[config.mk]
export PLATFORM = sky130hd
export DESIGN_NAME = fp16_accumulator
export DESIGN_NICKNAME = d
export VERILOG_FILES = /design/src/rtl/fp16_accumulator.sv
export SDC_FILE = /design/constraint.sdc
export NUM_CORES = 1
export LEC_CHECK = 0
export CORE_MARGIN = 2
export CORE_UTILIZATION = 65
export CTS_CLUSTER_DIAMETER = 60
export DETAILED_ROUTE_END_ITERATION = 8
export PLACE_DENSITY = 0.84
export SLEW_MARGIN = 20
export SYNTH_ARGS = -nofsm -noshare
export SYNTH_HDL_FRONTEND = slang
export SYNTH_SLANG_ARGS = --single-unit
export TNS_END_PERCENT = 30
[constraint.sdc]
create_clock -name clk -period 55.9 [get_ports clk]
set_input_delay 13.975 -clock clk [delete_from_list [all_inputs] [get_ports clk]]
set_output_delay 13.975 -clock clk [all_outputs]
set_load 0.02 [all_outputs]
[src/rtl/fp16_accumulator.sv]
// fp16_accumulator: sums each in_last-terminated packet of FP16 products with a
// single-cycle FP16 adder and presents the packet sum on a valid/ready port.
// Optional feature macro FP16_ACC_BIAS_EN adds a bias input that is added to
// the first beat of every packet.
module fp16_accumulator #(
  parameter int CNT_W = 8
) (
  input  logic             clk,
  input  logic             rst,
`ifdef FP16_ACC_BIAS_EN
  input  logic [15:0]      bias,
`endif
  input  logic             in_valid,
  output logic             in_ready,
  input  logic [15:0]      in_data,
  input  logic             in_last,
  output logic             out_valid,
  input  logic             out_ready,
  output logic [15:0]      out_data,
  output logic [CNT_W-1:0] out_count
);

  typedef enum logic {ACC = 1'b0, HOLD = 1'b1} state_t;

  localparam logic [CNT_W-1:0] CNT_MAX = {CNT_W{1'b1}};

  state_t           state;
  logic             first;
  logic [15:0]      acc;
  logic [CNT_W-1:0] cnt;
  logic [15:0]      first_val;
  logic [15:0]      next_acc;
  logic [CNT_W-1:0] next_cnt;

  function automatic logic is_nan(input logic [15:0] v);
    return (v[14:10] == 5'h1f) && (v[9:0] != 10'd0);
  endfunction

  // FP16 add with guard/round/sticky alignment, round-to-nearest-even,
  // full subnormal support and canonical NaN output.
  function automatic logic [15:0] fp16_add(input logic [15:0] a, input logic [15:0] b);
    logic [15:0] x, y, r;
    logic [5:0]  ex, ey, d, e;
    logic [13:0] mx, my, shifted, my_al, n;
    logic [14:0] s;
    logic [15:0] pk;
    logic        sticky, round_up, a_inf, b_inf;
    a_inf = (a[14:10] == 5'h1f) && (a[9:0] == 10'd0);
    b_inf = (b[14:10] == 5'h1f) && (b[9:0] == 10'd0);
    r = 16'h0000;
    if (is_nan(a) || is_nan(b)) begin
      r = 16'h7E00;
    end else if (a_inf && b_inf) begin
      r = (a[15] == b[15]) ? a : 16'h7E00;
    end else if (a_inf) begin
      r = a;
    end else if (b_inf) begin
      r = b;
    end else begin
      // x carries the larger magnitude so the subtraction never goes negative
      if (a[14:0] >= b[14:0]) begin
        x = a;
        y = b;
      end else begin
        x = b;
        y = a;
      end
      ex = (x[14:10] == 5'd0) ? 6'd1 : {1'b0, x[14:10]};
      ey = (y[14:10] == 5'd0) ? 6'd1 : {1'b0, y[14:10]};
      mx = {(x[14:10] != 5'd0), x[9:0], 3'b000};
      my = {(y[14:10] != 5'd0), y[9:0], 3'b000};
      d  = ex - ey;
      if (d >= 6'd14) begin
        shifted = 14'd0;
        sticky  = |my;
      end else begin
        shifted = my >> d;
        sticky  = |(my & ((14'd1 << d) - 14'd1));
      end
      my_al = {shifted[13:1], shifted[0] | sticky};
      if (x[15] == y[15]) s = {1'b0, mx} + {1'b0, my_al};
      else                s = {1'b0, mx} - {1'b0, my_al};
      if (s == 15'd0) begin
        // exact zero is +0 unless both operands were -0
        r = (x[15] & y[15]) ? 16'h8000 : 16'h0000;
      end else begin
        e = ex;
        if (s[14]) begin
          n = {s[14:2], s[1] | s[0]};
          e = e + 6'd1;
        end else begin
          n = s[13:0];
          // normalise left but stop at the minimum exponent to produce subnormals
          for (int i = 0; i < 14; i++) begin
            if (!n[13] && (e > 6'd1)) begin
              n = n << 1;
              e = e - 6'd1;
            end
          end
        end
        round_up = n[2] & (n[1] | n[0] | n[3]);
        // rounding carry ripples from the fraction straight into the exponent
        pk = {(n[13] ? e : 6'd0), n[12:3]} + {15'd0, round_up};
        if (pk[15:10] >= 6'd31) r = {x[15], 5'h1f, 10'd0};
        else                    r = {x[15], pk[14:0]};
      end
    end
    return r;
  endfunction

  // value loaded into the accumulator on the first beat of a packet
  always_comb begin
`ifdef FP16_ACC_BIAS_EN
    first_val = fp16_add(bias, in_data);
`else
    first_val = is_nan(in_data) ? 16'h7E00 : in_data;
`endif
  end

  // next accumulator value and saturating beat count for an accepted beat
  always_comb begin
    next_acc = first ? first_val : fp16_add(acc, in_data);
    next_cnt = first ? {{(CNT_W-1){1'b0}}, 1'b1}
                     : ((cnt == CNT_MAX) ? cnt : cnt + {{(CNT_W-1){1'b0}}, 1'b1});
  end

  assign in_ready = (state == ACC);

  // packet FSM: accumulate beats in ACC, present the registered sum in HOLD
  always_ff @(posedge clk or posedge rst) begin
    if (rst) begin
      state     <= ACC;
      first     <= 1'b1;
      acc       <= 16'h0000;
      cnt       <= '0;
      out_valid <= 1'b0;
      out_data  <= 16'h0000;
      out_count <= '0;
    end else begin
      case (state)
        ACC: begin
          if (in_valid) begin
            acc   <= next_acc;
            cnt   <= next_cnt;
            first <= in_last;
            if (in_last) begin
              out_data  <= next_acc;
              out_count <= next_cnt;
              out_valid <= 1'b1;
              state     <= HOLD;
            end
          end
        end
        HOLD: begin
          if (out_ready) begin
            out_valid <= 1'b0;
            state     <= ACC;
          end
        end
        default: state <= ACC;
      endcase
    end
  end

endmodule
# Word level (Yosys, flattened, before mapping)
# Index checks and enable logic that the tools add are counted.
[word_totals]
out_inout_bits = 26
wordCells = 355
in_bits = 21
ff_bits = 51
[op_classes]
shifts = 2
order_cmp = 17
mux = 244
bitwise = 8
reduce_logical = 48
eq_ne = 8
addsub = 21
[ops]
columns = ["op", "n"]
rows = [
  ["2-to-1 mux 14 bit", 103],
  ["2-to-1 mux 6 bit", 99],
  ["2-to-1 mux 16 bit", 19],
  ["2-to-1 mux 15 bit", 6],
  ["greater-than comparator 6 x 1 -> 1 bit (second input constant)", 13],
  ["subtractor 6 x 1 -> 6 bit (second input constant)", 13],
  ["zero test 10 bit", 2],
  ["nonzero test 10 bit", 2],
  ["logical AND 1 bit", 19],
  ["adder 16 x 1 -> 16 bit", 1],
  ["2-to-1 mux 8 bit", 2],
  ["adder 14 x 14 -> 15 bit", 1],
  ["greater-or-equal comparator 15 bit", 1],
  ["zero test 15 bit", 1],
  ["subtractor 14 x 14 -> 15 bit", 1],
  ["AND 14 bit", 1],
  ["zero test 1 bit", 14],
  ["OR reduction 14 bit", 1],
  ["left shift 1 x 6 -> 14 bit (first input constant)", 1],
  [">> shifter 14 x 6 -> 14 bit", 1],
  ["subtractor 14 x 1 -> 14 bit (second input constant)", 1],
  ["2-to-1 mux 1 bit", 11],
  ["OR reduction 11 bit", 1],
  ["== test 5 bit (second input constant)", 2],
  ["other kinds (21)", 32],
]

# Depth between registers and ports, before layout
[logic_depth]
ltp_word = 163
ltp_mapped = 157
depth_no_buf = 138

# Worst setup path before layout
# OpenSTA, ideal clock, no wires.
[synth_timing]
kind = "input to register"
startpoint = "in in_data[14]"
endpoint = "reg acc[12]"
setup_slack_ns = 12.841
arrival_time_ns = 42.977
cell_stages = 142
setup_ns = 0.082
required_ns = 55.818
n_path_buf = 19
path_cell_list = "inv_1 > ha_1 > nand2_1 > nor4_4 > o21ai_1 > nand3_1 > buf_2 > mux2i_1 > inv_1 > nor2_1 > o21ai_1 > and2_1 > clkbuf_1 > ha_1 > clkbuf_1 > clkbuf_1 > buf_1 > mux2i_1 > (+106 left out) > and4_1 > nor2_1 > o21ai_1 > clkbuf_1 > xnor2_1 > ha_1 > inv_1 > a32oi_1 > mux2i_1 > o31ai_4 > buf_2 > mux2_2 > mux2i_1 > nand4_4 > nor3_4 > a21oi_1 > or4b_1 > a31oi_1"
[synth_via]
elab_chain_len = 163
word_cells_on_any_way = 318
cone_classes = "add/sub: 20; order compare: 17; eq/ne: 2; shift: 2; mux: 232; bitwise: 6; reduce/logical: 39"
[synth_rtl]
columns = ["item", "line", "source"]
rows = [
  ["start, declared", "15", "input logic [15:0] in_data,"],
  ["greater-or-equal comparator 15 bit", "61", "if (a[14:0] >= b[14:0]) begin"],
  ["2-to-1 mux 16 bit", "61", ""],
  ["2-to-1 mux 16 bit", "57", "end else if (b_inf) begin"],
  ["2-to-1 mux 16 bit", "55", "end else if (a_inf) begin"],
  ["2-to-1 mux 16 bit", "53", "end else if (a_inf && b_inf) begin"],
  ["2-to-1 mux 16 bit", "51", "if (is_nan(a) || is_nan(b)) begin"],
  ["zero test 5 bit (on tied branches)", "68, 69", ""],
  ["2-to-1 mux 5 bit (on tied branches)", "68, 69", ""],
  ["(+147 left out)", "n/a", ""],
  ["greater-or-equal comparator 6 x 5 -> 1 bit", "104", "if (pk[15:10] >= 6'd31) r = {x[15], 5'h1f, 10'd0};"],
  ["2-to-1 mux 15 bit", "104", ""],
  ["2-to-1 mux 16 bit", "83", "if (s == 15'd0) begin"],
  ["2-to-1 mux 16 bit", "57", ""],
  ["2-to-1 mux 16 bit", "55", ""],
  ["2-to-1 mux 16 bit", "53", ""],
  ["2-to-1 mux 16 bit", "51", ""],
  ["2-to-1 mux 16 bit (*)", "122", "next_acc = first ? first_val : fp16_add(acc, in_data);"],
  ["end signal, assigned", "143", "acc <= next_acc;"],
  ["end, declared", "29", "logic [15:0] acc;"],
]
# Mark *: on every way between the ends. The rest lies on a longest branch, timed or not. The select of a mux whose other input is x is not followed.
# A chain may end at the register's enable or synchronous reset.

# Final worst setup path
[layout_timing]
startpoint = "in in_data[14]"
endpoint = "reg out_data[3]"
[layout_via]
elab_chain_len = 163
word_cells_on_any_way = 318
cone_classes = "add/sub: 20; order compare: 17; eq/ne: 2; shift: 2; mux: 232; bitwise: 6; reduce/logical: 39"
[layout_rtl]
columns = ["item", "line", "source"]
rows = [
  ["greater-or-equal comparator 15 bit", "61", ""],
  ["2-to-1 mux 16 bit", "61", ""],
  ["2-to-1 mux 16 bit", "57", ""],
  ["2-to-1 mux 16 bit", "55", ""],
  ["2-to-1 mux 16 bit", "53", ""],
  ["2-to-1 mux 16 bit", "51", ""],
  ["zero test 5 bit (on tied branches)", "68, 69", ""],
  ["2-to-1 mux 5 bit (on tied branches)", "68, 69", ""],
  ["(+147 left out)", "n/a", ""],
  ["greater-or-equal comparator 6 x 5 -> 1 bit", "104", ""],
  ["2-to-1 mux 15 bit", "104", ""],
  ["2-to-1 mux 16 bit", "83", ""],
  ["2-to-1 mux 16 bit", "57", ""],
  ["2-to-1 mux 16 bit", "55", ""],
  ["2-to-1 mux 16 bit", "53", ""],
  ["2-to-1 mux 16 bit", "51", ""],
  ["2-to-1 mux 16 bit (*)", "122", ""],
  ["end signal, assigned", "147", "out_data <= next_acc;"],
  ["end, declared", "19", "output logic [15:0] out_data,"],
]
# Marked as above.

==> flow_metrics.tcl <==
set metrics [dict create \
    yosys_warnings 0 \
    first_pass_iters 6 \
    cts_setup_buffers 0 \
    ys_dominant_reg_cell "dfrtp_1" \
    place_hpwl_um 33800 \
    syn_area_per_cell_um2 6.90 \
    ant_nets 0 \
    grt_pass1_vias 14000 \
    die_h_um 149 \
    drive_gt1_frac 0.0768 \
    clk_pin_slew_ns 0.07 \
    post-route-min-period_ns 49.40 \
    synth.distinct_cells 120 \
    synth_edf_count 0 \
    cts_buffers 5 \
    dr_total_vias 15700 \
    drt_iter0_markers 1637 \
    hold_viol 0 \
    die_w_um 149 \
    gr-total-overflow 0 \
    syn_area_um2 13700 \
    rows 53 \
    areaGrowthSynthToFinish_pct 5.04 \
    clockBufferDepth 2 \
    htreeDepth 2 \
    n_antenna_cell 0 \
    synthCells 1984 \
    crit_buf_inv 17 \
    setup_viol 0 \
    antenna_found_initial 0 \
    yosysSeqAreaShare 0.0933 \
    drc_errors 0 \
    mostFrequentLayoutCell "nand2_1" \
    max-cap-violations 0 \
    final_cell_mix "nand2_1, nor2_1, a21oi_1" \
    synth_seq_cells 51 \
    num_io_pins 47 \
    report.final.slew_viol_count 0 \
    drt_wl_total_um 43300 \
    layoutNonFillerInstCount 2227 \
    outcome "complete, no violations" \
    place_inst 2219 \
    final_nets 2045 \
    critPathMaxStageDelay_ns 0.86 \
    synthTopCellsByArea "dfrtp_1, mux2i_1, nand2_1" \
    grt_usage 0.372 \
    synth_top_area_cell "dfrtp_1" \
    cp_max_fo 34 \
    cp.required_ns 56.03 \
    max_freq_ghz 0.0202 \
    clkLatencyLatePin_ns 0.29 \
    synth_nets 2078 \
    cts_resized 0 \
    wl_per_cell_um 19.4 \
    critical_path_arrival_ns 49.53 \
    die-area_um2 22200 \
    portBuffers 46 \
    cpMostUsedCell "nor2_1" \
    crit_path_end_kind "register" \
    setup.worst_path.start "in_data[14]" \
    initial_core_util 0.657 \
    post-route-period-util 0.884 \
    routabilityCongestion 0.995 \
    core_um2 20800 \
    ys_async_sr_fraction 1.00 \
    cts.sinks 51 \
    cp-start-kind "primary input" \
    netlist.area_leader.share 0.0914 \
    cts_tree "done" \
    fin_tns_setup_ns 0 \
    path_class "primary input to register" \
    cts_hold_buf 0 \
    rr_startpoint "acc[14]" \
    cp_slowest_cell "fa_1" \
    viasPerCell 7.04 \
    rsz0062_at_grt "no" \
    worst_pin_slew_ns 1.04 \
    crit_family "compound AO/OA/AOI/OAI gates" \
    timing.hold.worst.start "out_count[7]" \
    slew_headroom 0.304 \
    finalClockSkew_ns 0.00700 \
    grt_max_degree 52 \
    root_buffer "clkbuf_16" \
    grt_first_pass_wirelength_um 69600 \
    min_path_type "register to register" \
]
## cells by family after synthesis
group / synth area share
XOR/XNOR: 0.0408
adder cells (fa/ha/maj): 0.0678
flip-flops: 0.0933
multiplexers: 0.117
buffers and inverters: 0.0547
AND/OR/NAND/NOR: 0.280
AO/OA/AOI/OAI: 0.346
## path summary, 6_finish.rpt
kind / to / slack (ns) / cells past startpoint
max in group asynchronous: out_count[2] / 41.24 / 2
max reg2reg: out_data[3] / 20.41 / 130
max: out_data[3] / 6.50 / 132
min reg2reg: out_count[7] / 0.48 / 2
min in group asynchronous: acc[15] / 14.16 / 2
min: out_count[7] / 0.48 / 2
## layout make-up
cell class,instances,area [um2]
Clock inverter,2,16.3
Sequential cell,51,1280
Multi-Input combinational cell,1744,11700
Timing Repair Buffer,62,581
Clock buffer,6,139
Fill cell,1820,6440
Inverter,87,328
Tap cell,275,344
## routing by layer
layer | GRT usage | vias to the layer above | part of all wire
met1 | 0.479 | 7249 | 0.41
met3 | 0.0324 | 154 | 0.075
met5 | 0 | - | 0
met2 | 0.646 | 841 | 0.47
met4 | 0.144 | 0 | 0.042
li1 | - | 7433 | -
## flip-flops by register name, summed over array words and instances (netlist names)
register,cells
out_data,16
cnt,8
first,1
out_count,8
state,1
out_valid,1
acc,16
## Yosys cell counts (all sizes together) (9+ instances only)
cell / number
a2111oi: 11
a211o: 12
a211oi: 35
a21o: 24
a21oi: 134
a22oi: 11
a31o: 13
a31oi: 58
a32oi: 9
and2: 20
and3: 15
and4: 9
buf: 32
clkbuf: 70
dfrtp: 50
ha: 71
inv: 85
mux2: 35
mux2i: 118
nand2: 241
nand2b: 18
nand3: 64
nand4: 28
nor2: 212
nor2b: 15
nor3: 64
nor4: 26
o211a: 13
o211ai: 26
o21a: 23
o21ai: 138
o22ai: 13
o31ai: 44
or2: 26
or3: 13
or4: 9
xnor2: 45
xor2: 17
## metrics by stage
stage | setup WS (ns) | instance area [um2] | utilization | hold slack (ns)
3_3_place_gp | 8.32 | 14200 | 0.683 | 0.458
6_report | 6.50 | 14400 | 0.690 | 0.476
2_1_floorplan | 12.84 | 13700 | - | 0.495
5_1_grt | 3.87 | 14400 | 0.690 | 0.510
4_1_cts | 7.04 | 14400 | 0.690 | 0.480
3_5_place_dp | 6.91 | 14200 | 0.683 | 0.465
## worst min-delay path: cells and delay by family (launching register included)
kind	cells	cell delay [ns]
flops	1	0.34
simple gates	2	0.10
Power is not shown: default switching activity piles up to over one toggle a cycle in this logic, so the estimate is an artifact.
